<file path="src/rtl/coffee_sequencer.sv">
// Coffee machine stage sequencer.
// Runs the recipe stages in the order HEAT -> GRIND -> BREW (-> MILK for
// latte). Each stage arms an external seconds timer. A GAP state follows
// every stage and waits until the timer has cleared before the next stage
// starts.
// Optional feature: define COFFEE_SEQ_WATCHDOG_EN to add a per-stage cycle
// watchdog. If a stage runs for WDOG_CYCLES cycles it pulses err and enters
// FAULT.
// Ports:
//   clk_100MHz, rst_n            : clock, async active-low reset
//   start_btn, cancel, drink_sel : brew request, abort, recipe select
//   t_expired                    : stage-done flag from the seconds timer
//   start_timer, timer_value     : timer enable and stage duration (s)
//   heater_on, grinder_on,
//   pump_on, milk_on             : actuator enables
//   busy, done, err, state       : status; done/err are one-cycle pulses
module coffee_sequencer #(
  parameter logic [31:0] WDOG_CYCLES = 32'd500_000_000
) (
  input  logic       clk_100MHz,
  input  logic       rst_n,
  input  logic       start_btn,
  input  logic       cancel,
  input  logic [1:0] drink_sel,
  input  logic       t_expired,
  output logic       start_timer,
  output logic [1:0] timer_value,
  output logic       heater_on,
  output logic       grinder_on,
  output logic       pump_on,
  output logic       milk_on,
  output logic       busy,
  output logic       done,
  output logic       err,
  output logic [2:0] state
);

  localparam int unsigned STATE_W = 3;
  localparam int unsigned SEL_W   = 2;

  localparam logic [SEL_W-1:0] SEL_AMERICANO = SEL_W'(1);
  localparam logic [SEL_W-1:0] SEL_LATTE     = SEL_W'(2);
  localparam logic [SEL_W-1:0] SEL_INVALID   = SEL_W'(3);

  typedef enum logic [STATE_W-1:0] {
    S_IDLE  = 3'd0,
    S_HEAT  = 3'd1,
    S_GRIND = 3'd2,
    S_BREW  = 3'd3,
    S_MILK  = 3'd4,
    S_GAP   = 3'd5,
    S_FAULT = 3'd6
  } state_t;

  state_t           state_q, state_d;
  state_t           prev_q, prev_d;       // last stage run, selects GAP's successor
  logic [SEL_W-1:0] recipe_q, recipe_d;
  logic             gap_first_q, gap_first_d;

  logic             start_timer_q, start_timer_d;
  logic [1:0]       timer_value_q, timer_value_d;
  logic             heater_q, heater_d;
  logic             grinder_q, grinder_d;
  logic             pump_q, pump_d;
  logic             milk_q, milk_d;
  logic             busy_q, busy_d;
  logic             done_q, done_d;
  logic             err_q, err_d;

  function automatic logic is_stage(input state_t s);
    return (s == S_HEAT) || (s == S_GRIND) || (s == S_BREW) || (s == S_MILK);
  endfunction

  // Stage duration in seconds for the latched recipe.
  function automatic logic [1:0] stage_dur(input state_t s, input logic [SEL_W-1:0] r);
    logic [1:0] d;
    d = 2'd0;
    case (s)
      S_HEAT:  d = (r == SEL_AMERICANO) ? 2'd3 : 2'd2;
      S_GRIND: d = 2'd1;
      S_BREW:  d = (r == SEL_AMERICANO) ? 2'd3 : 2'd2;
      S_MILK:  d = 2'd3;
      default: d = 2'd0;
    endcase
    return d;
  endfunction

`ifdef COFFEE_SEQ_WATCHDOG_EN
  logic [31:0] wdog_q, wdog_d;
  logic        wdog_hit_c;

  assign wdog_hit_c = (wdog_q >= (WDOG_CYCLES - 32'd1));
`else
  logic unused_wdog_cfg;
  assign unused_wdog_cfg = ^WDOG_CYCLES;
`endif

  // Next-state, next-output logic.
  always_comb begin
    state_d     = state_q;
    prev_d      = prev_q;
    recipe_d    = recipe_q;
    gap_first_d = gap_first_q;
    done_d      = 1'b0;
    err_d       = 1'b0;

    case (state_q)
      S_IDLE: begin
        if (start_btn && !cancel) begin
          if (drink_sel == SEL_INVALID) begin
            err_d = 1'b1;
          end else begin
            recipe_d = drink_sel;
            state_d  = S_HEAT;
          end
        end
      end
      S_HEAT, S_GRIND, S_BREW, S_MILK: begin
        if (t_expired) begin
          state_d     = S_GAP;
          prev_d      = state_q;
          gap_first_d = 1'b1;
        end
`ifdef COFFEE_SEQ_WATCHDOG_EN
        else if (wdog_hit_c) begin
          state_d = S_FAULT;
          err_d   = 1'b1;
        end
`endif
      end
      S_GAP: begin
        // Hold at least two cycles with the timer disabled so it clears.
        gap_first_d = 1'b0;
        if (!gap_first_q && !t_expired) begin
          case (prev_q)
            S_HEAT:  state_d = S_GRIND;
            S_GRIND: state_d = S_BREW;
            S_BREW: begin
              if (recipe_q == SEL_LATTE) begin
                state_d = S_MILK;
              end else begin
                state_d = S_IDLE;
                done_d  = 1'b1;
              end
            end
            default: begin
              state_d = S_IDLE;
              done_d  = 1'b1;
            end
          endcase
        end
      end
      S_FAULT: state_d = S_FAULT;
      default: state_d = S_IDLE;
    endcase

    // Cancel overrides everything outside IDLE.
    if ((state_q != S_IDLE) && cancel) begin
      state_d = S_IDLE;
      done_d  = 1'b0;
      err_d   = 1'b0;
    end

    // Outputs are decoded from the next state so they register alongside it.
    start_timer_d = is_stage(state_d);
    timer_value_d = stage_dur(state_d, recipe_d);
    heater_d      = (state_d == S_HEAT);
    grinder_d     = (state_d == S_GRIND);
    pump_d        = (state_d == S_BREW);
    milk_d        = (state_d == S_MILK);
    busy_d        = (state_d != S_IDLE);
  end

`ifdef COFFEE_SEQ_WATCHDOG_EN
  // Watchdog: cleared on stage entry, counts every cycle spent in a stage.
  always_comb begin
    wdog_d = wdog_q;
    if (is_stage(state_q)) begin
      wdog_d = wdog_q + 32'd1;
    end
    if (is_stage(state_d) && (state_d != state_q)) begin
      wdog_d = 32'd0;
    end
  end

  always_ff @(posedge clk_100MHz or negedge rst_n) begin
    if (!rst_n) begin
      wdog_q <= 32'd0;
    end else begin
      wdog_q <= wdog_d;
    end
  end
`endif

  // State and output registers.
  always_ff @(posedge clk_100MHz or negedge rst_n) begin
    if (!rst_n) begin
      state_q       <= S_IDLE;
      prev_q        <= S_IDLE;
      recipe_q      <= SEL_W'(0);
      gap_first_q   <= 1'b0;
      start_timer_q <= 1'b0;
      timer_value_q <= 2'd0;
      heater_q      <= 1'b0;
      grinder_q     <= 1'b0;
      pump_q        <= 1'b0;
      milk_q        <= 1'b0;
      busy_q        <= 1'b0;
      done_q        <= 1'b0;
      err_q         <= 1'b0;
    end else begin
      state_q       <= state_d;
      prev_q        <= prev_d;
      recipe_q      <= recipe_d;
      gap_first_q   <= gap_first_d;
      start_timer_q <= start_timer_d;
      timer_value_q <= timer_value_d;
      heater_q      <= heater_d;
      grinder_q     <= grinder_d;
      pump_q        <= pump_d;
      milk_q        <= milk_d;
      busy_q        <= busy_d;
      done_q        <= done_d;
      err_q         <= err_d;
    end
  end

  assign start_timer = start_timer_q;
  assign timer_value = timer_value_q;
  assign heater_on   = heater_q;
  assign grinder_on  = grinder_q;
  assign pump_on     = pump_q;
  assign milk_on     = milk_q;
  assign busy        = busy_q;
  assign done        = done_q;
  assign err         = err_q;
  assign state       = STATE_W'(state_q);

endmodule

</file>
<file path="config.mk">
export PLATFORM = sky130hd
export DESIGN_NAME = coffee_sequencer
export DESIGN_NICKNAME = d
export VERILOG_FILES = /design/src/rtl/coffee_sequencer.sv
export SDC_FILE = /design/constraint.sdc
export NUM_CORES = 1
export LEC_CHECK = 0
export CAP_MARGIN = 10
export CORE_MARGIN = 2
export CORE_UTILIZATION = 48
export CTS_CLUSTER_DIAMETER = 150
export DETAILED_ROUTE_END_ITERATION = 8
export GPL_TIMING_DRIVEN = 0
export PLACE_DENSITY = 0.76
export SETUP_SLACK_MARGIN = 0.15
export SLEW_MARGIN = 30
export SYNTH_ARGS = -nofsm -noshare
export SYNTH_HDL_FRONTEND = slang
export SYNTH_SLANG_ARGS = --single-unit
</file>
<file path="constraint.sdc">
create_clock -name clk_100MHz -period 2.05 [get_ports clk_100MHz]
set_input_delay 0.3075 -clock clk_100MHz [delete_from_list [all_inputs] [get_ports clk_100MHz]]
set_output_delay 0.3075 -clock clk_100MHz [all_outputs]
set_load 0.05 [all_outputs]
</file>
==> results of run 1 <==
-- registers in the layout, summed over array words and instances (netlist names) --
name,flops
gap_first_q,1
start_timer,1
grinder_on,1
timer_value,2
pump_on,1
done,1
heater_on,1
recipe_q,2
milk_on,1
busy,1
err,1
prev_q,3
state,3
-- timing repair --
| action | 4_1_cts | 5_1_grt |
|---|---|---|
| resized for setup | 2 | 0 |
| setup endpoints to repair | 2 | 2 |
| endpoints found under the hold margin | 0 | 0 |
| setup buffers | 0 | 2 |
| pin swaps | 0 | 0 |
-- per-layer routing --
layer | global-route usage | routed length [microns] | vias to the layer above
met3 | 0.04906 | 89 | 2
met5 | 0 | 0 | -
met1 | 0.2494 | 863 | 357
met4 | 0.03243 | 4 | 0
met2 | 0.2933 | 849 | 19
li1 | - | - | 372
-- worst paths after layout --
| check | cells after the start | endpoint | slack (ps) |
|---|---|---|---|
| max in group asynchronous | 1 | state[2] | 1020 |
| worst min-delay path | 1 | prev_q[2] | 480 |
| worst max-delay path | 5 | timer_value[1] | 190 |
| min in group clk_100MHz | 2 | recipe_q[1] | 540 |
| worst max register to register | 6 | timer_value[1] | 220 |
| worst min register to register | 2 | recipe_q[1] | 540 |
-- layout by cell type (no fill, tap or decap), types with 2 or more instances in the layout --
cell type and instances:
sky130_fd_sc_hd__buf_4 3, sky130_fd_sc_hd__nor2_1 14, sky130_fd_sc_hd__nor4b_1 3, sky130_fd_sc_hd__dfrtp_1 16, sky130_fd_sc_hd__clkbuf_4 3, sky130_fd_sc_hd__o32ai_1 2, sky130_fd_sc_hd__nor3b_1 3, sky130_fd_sc_hd__inv_1 5
sky130_fd_sc_hd__nor4_1 2, sky130_fd_sc_hd__dfrtp_2 3, sky130_fd_sc_hd__clkdlybuf4s50_1 19, sky130_fd_sc_hd__xnor2_1 2, sky130_fd_sc_hd__a21oi_1 6, sky130_fd_sc_hd__nand2_1 4, sky130_fd_sc_hd__o21ai_0 5
-- Yosys cell counts --
library cell | instances | area share
sky130_fd_sc_hd__dfrtp_1 | 19 | 0.51
sky130_fd_sc_hd__nor2_1 | 14 | 0.056
sky130_fd_sc_hd__a21oi_1 | 6 | 0.032
sky130_fd_sc_hd__inv_1 | 5 | 0.020
sky130_fd_sc_hd__o21ai_0 | 5 | 0.027
sky130_fd_sc_hd__nand2_1 | 4 | 0.016
sky130_fd_sc_hd__nor3b_1 | 3 | 0.024
sky130_fd_sc_hd__nor4b_1 | 3 | 0.028
sky130_fd_sc_hd__nor4_1 | 2 | 0.013
sky130_fd_sc_hd__o32ai_1 | 2 | 0.019
sky130_fd_sc_hd__xnor2_1 | 2 | 0.019
sky130_fd_sc_hd__a211o_1 | 1 | 0.0094
sky130_fd_sc_hd__a311o_1 | 1 | 0.011
sky130_fd_sc_hd__and3_1 | 1 | 0.0067
sky130_fd_sc_hd__and3b_1 | 1 | 0.0094
sky130_fd_sc_hd__buf_2 | 1 | 0.0054
sky130_fd_sc_hd__buf_4 | 1 | 0.0081
sky130_fd_sc_hd__buf_6 | 1 | 0.012
sky130_fd_sc_hd__inv_2 | 1 | 0.0040
sky130_fd_sc_hd__mux2_2 | 1 | 0.012
sky130_fd_sc_hd__nand2b_1 | 1 | 0.0067
sky130_fd_sc_hd__nand3_1 | 1 | 0.0054
sky130_fd_sc_hd__nand3_4 | 1 | 0.019
sky130_fd_sc_hd__nor2b_1 | 1 | 0.0067
sky130_fd_sc_hd__nor3_1 | 1 | 0.0054
sky130_fd_sc_hd__nor4bb_1 | 1 | 0.011
sky130_fd_sc_hd__o2111ai_4 | 1 | 0.028
sky130_fd_sc_hd__o21ai_1 | 1 | 0.0054
sky130_fd_sc_hd__o21bai_1 | 1 | 0.0081
sky130_fd_sc_hd__o221ai_1 | 1 | 0.0094
sky130_fd_sc_hd__o22ai_1 | 1 | 0.0067
sky130_fd_sc_hd__o31ai_1 | 1 | 0.0081
sky130_fd_sc_hd__or3_1 | 1 | 0.0067
sky130_fd_sc_hd__or3_4 | 1 | 0.012
sky130_fd_sc_hd__or3b_2 | 1 | 0.0094
sky130_fd_sc_hd__xor2_1 | 1 | 0.0094
-- cells by family after synthesis --
family,after synthesis
and+or+nand+nor,37
muxes,1
xor gates and xnor gates,3
AOI/OAI and AO/OA,21
buffers and inverters,9
DFF,19
-- worst max-delay path: cells and delay by family --
family | cells | cell delay (ps)
buffers and inverters | 1 | 670
AOI/OAI and AO/OA | 2 | 590
and+or+nand+nor | 2 | 490
-- through the flow --
step           utilization  total power [uW]  area [sq um]
2_1_floorplan            -              1280         935.9
3_3_place_gp        0.6491              1535          1157
3_5_place_dp        0.6491              1545          1157
4_1_cts             0.6709              1746          1196
5_1_grt             0.6793              1895          1211
6_report            0.6793              1777          1211
-- power breakdown --
group	switching [uW]	leakage (uW)	internal (uW)
clock network	113	0.0000177	72.4
logic	608	0.000258	399
registers	87.0	0.000236	498
total	807	0.000512	970
-- final cells by class --
cell class	count	area (sq um)
Sequential cell	19	479.2
Clock inverter	1	5.005
Inverter	6	22.52
Timing Repair Buffer	21	205.2
Multi-Input combinational cell	62	421.7
Buffer	3	23.77
Tap cell	25	31.28
Clock buffer	3	22.52
Fill cell	148	571.8
==> run summary, run 1 <==
## Drt
- **1st-pass router iterations** 4
- **final routed DRC violation total** 0
- **via density per instance** 5.357
- **iteration-0 DRC count of the detailed router** 15
- **mean routed wirelength per cell** 12.91 microns
- **post-detailed-route count of antenna-violating nets** 0
- **total wirelength of the detailed-routed design** 1.807 mm
- **overall via count from detail_route** 750

## Die
- **Die Footprint** 0.002310 sq mm
- **die height** 48.07 microns
- **initial core utilization** 0.5228
- **standard-cell row count** 15
- **Die Width** 48.07 microns
- **I/O pin count** 20
- **Floorplan Core Area** 0.001783 sq mm

## Layout
- **final net count** 123
- **share of layout cells above drive strength 1** 0.1739
- **Synth-to-Final Area Change** 29.93%
- **Non-Filler Instances** 140
- **n_diodes** 0

## Synth
- **multiplexer area fraction after synthesis** 0.01208
- **post-synthesis xor/xnor area fraction** 0.02819
- **syn nets** 97
- **flops & latches, synth** 19
- **post-synth design cell area** 932.1 sq um
- **Synthesis Warnings** 0
- **synthesized area per cell** 10.36 sq um
- **Yosys cell types** 36
- **post-synthesis compound-gate area fraction** 0.1638
- **post-synthesis instance total** 90
- **adder-cell share of the synthesized area** 0
- **area share of and/or/nand/nor cells after synthesis** 0.2362
- **fraction of the yosys area taken by sequential cells** 0.5101
- **combinational family with the most area after synthesis** simple AND/OR/NAND/NOR gates

## Worst setup path
- **capturing element type of the critical path** register
- **data arrival time of the critical path** 2070 ps
- **crit path cell chain** clkdlybuf4s50_1 -> nor4_1 -> a311o_1 -> or3_1 -> a21oi_1
- **critical path launch point** t_expired
- **slowest cell on the critical path** sky130_fd_sc_hd__clkdlybuf4s50_1
- **maximum cell stage delay along the critical path** 670 ps
- **FF-to-FF Start** state[0]
- **worst-path fanout max** 7
- **startpoint-to-endpoint class of the critical path** in2reg
- **kind of start point of the critical path** primary input
- **endpoint required time on the critical path** 2270 ps

## Timing
- **max_slew headroom** 0.4584
- **setup repair after global routing missed its margin** false
- **final critical-path share of the clock period** 0.9050
- **fmax** 539.0 MHz
- **worst hold-check slack** 475.3 ps
- **count of final setup violators** 0
- **setup skew after layout** 2.012 ps
- **setup TNS** 0 ps
- **count of final max-slew check failures** 0
- **number of hold-slack violations in the final timing report** 0
- **final worst path period need** 1855 ps
- **transition time at the pin with the least slew margin** 809.9 ps
- **final setup margin** 194.8 ps

## Placed design
- **Placed Cells** 134
- **final weighted congestion of routability-driven global placement** 0.8619
- **Detailed Place HPWL** 1.313 mm
- **setup slack after placement** -176.9 ps
- **count of buffers inserted at the top-level ports** 19

## Flow run
- **max-cap viol count** 0

## Run status
- **outcome** completed

## Min path
- **Hold/Removal Path Class** in2async

## Clock network
- **H-tree lvl count** 1
- **CTS tree** done
- **Reg clk slew, reported paths** 110 ps
- **clock latency on the worst-skew pair** 290 ps
- **number of clock buffers inserted by TritonCTS** 3
- **CTS sink count** 19
- **Hold-fix buffers, CTS** 0
- **Max Buffers Root-to-Sink** 2
- **master cell of the clock root buffer** sky130_fd_sc_hd__clkbuf_4

## Pwr
- **leakage dissipation** 0.0005123 uW
- **P per Cell Area** 1467 mW/mm^2
- **worst supply voltage drop on vdd** 1.025 mV

## Global route
- **largest net degree at the start of global routing** 20
- **antenna violations before repair** 0
- **number of global-route vias before repair** 695
- **aggregate global routing overflow** 0
- **GRT Resource Usage Total** 0.1822
- **wire length of the first global-routing pass** 2.953 mm

Note: power is estimated with default switching activity, not from simulation.
==> inputs of run 2 (changes only) <==
--- a/config.mk
+++ b/config.mk
@@ -13,7 +13,6 @@
 export GPL_TIMING_DRIVEN = 0
 export PLACE_DENSITY = 0.76
 export SETUP_SLACK_MARGIN = 0.15
-export SLEW_MARGIN = 30
 export SYNTH_ARGS = -nofsm -noshare
 export SYNTH_HDL_FRONTEND = slang
 export SYNTH_SLANG_ARGS = --single-unit
==> results of run 2 <==
Same layout as run 1: the final DEF is identical, and so are final timing and power.
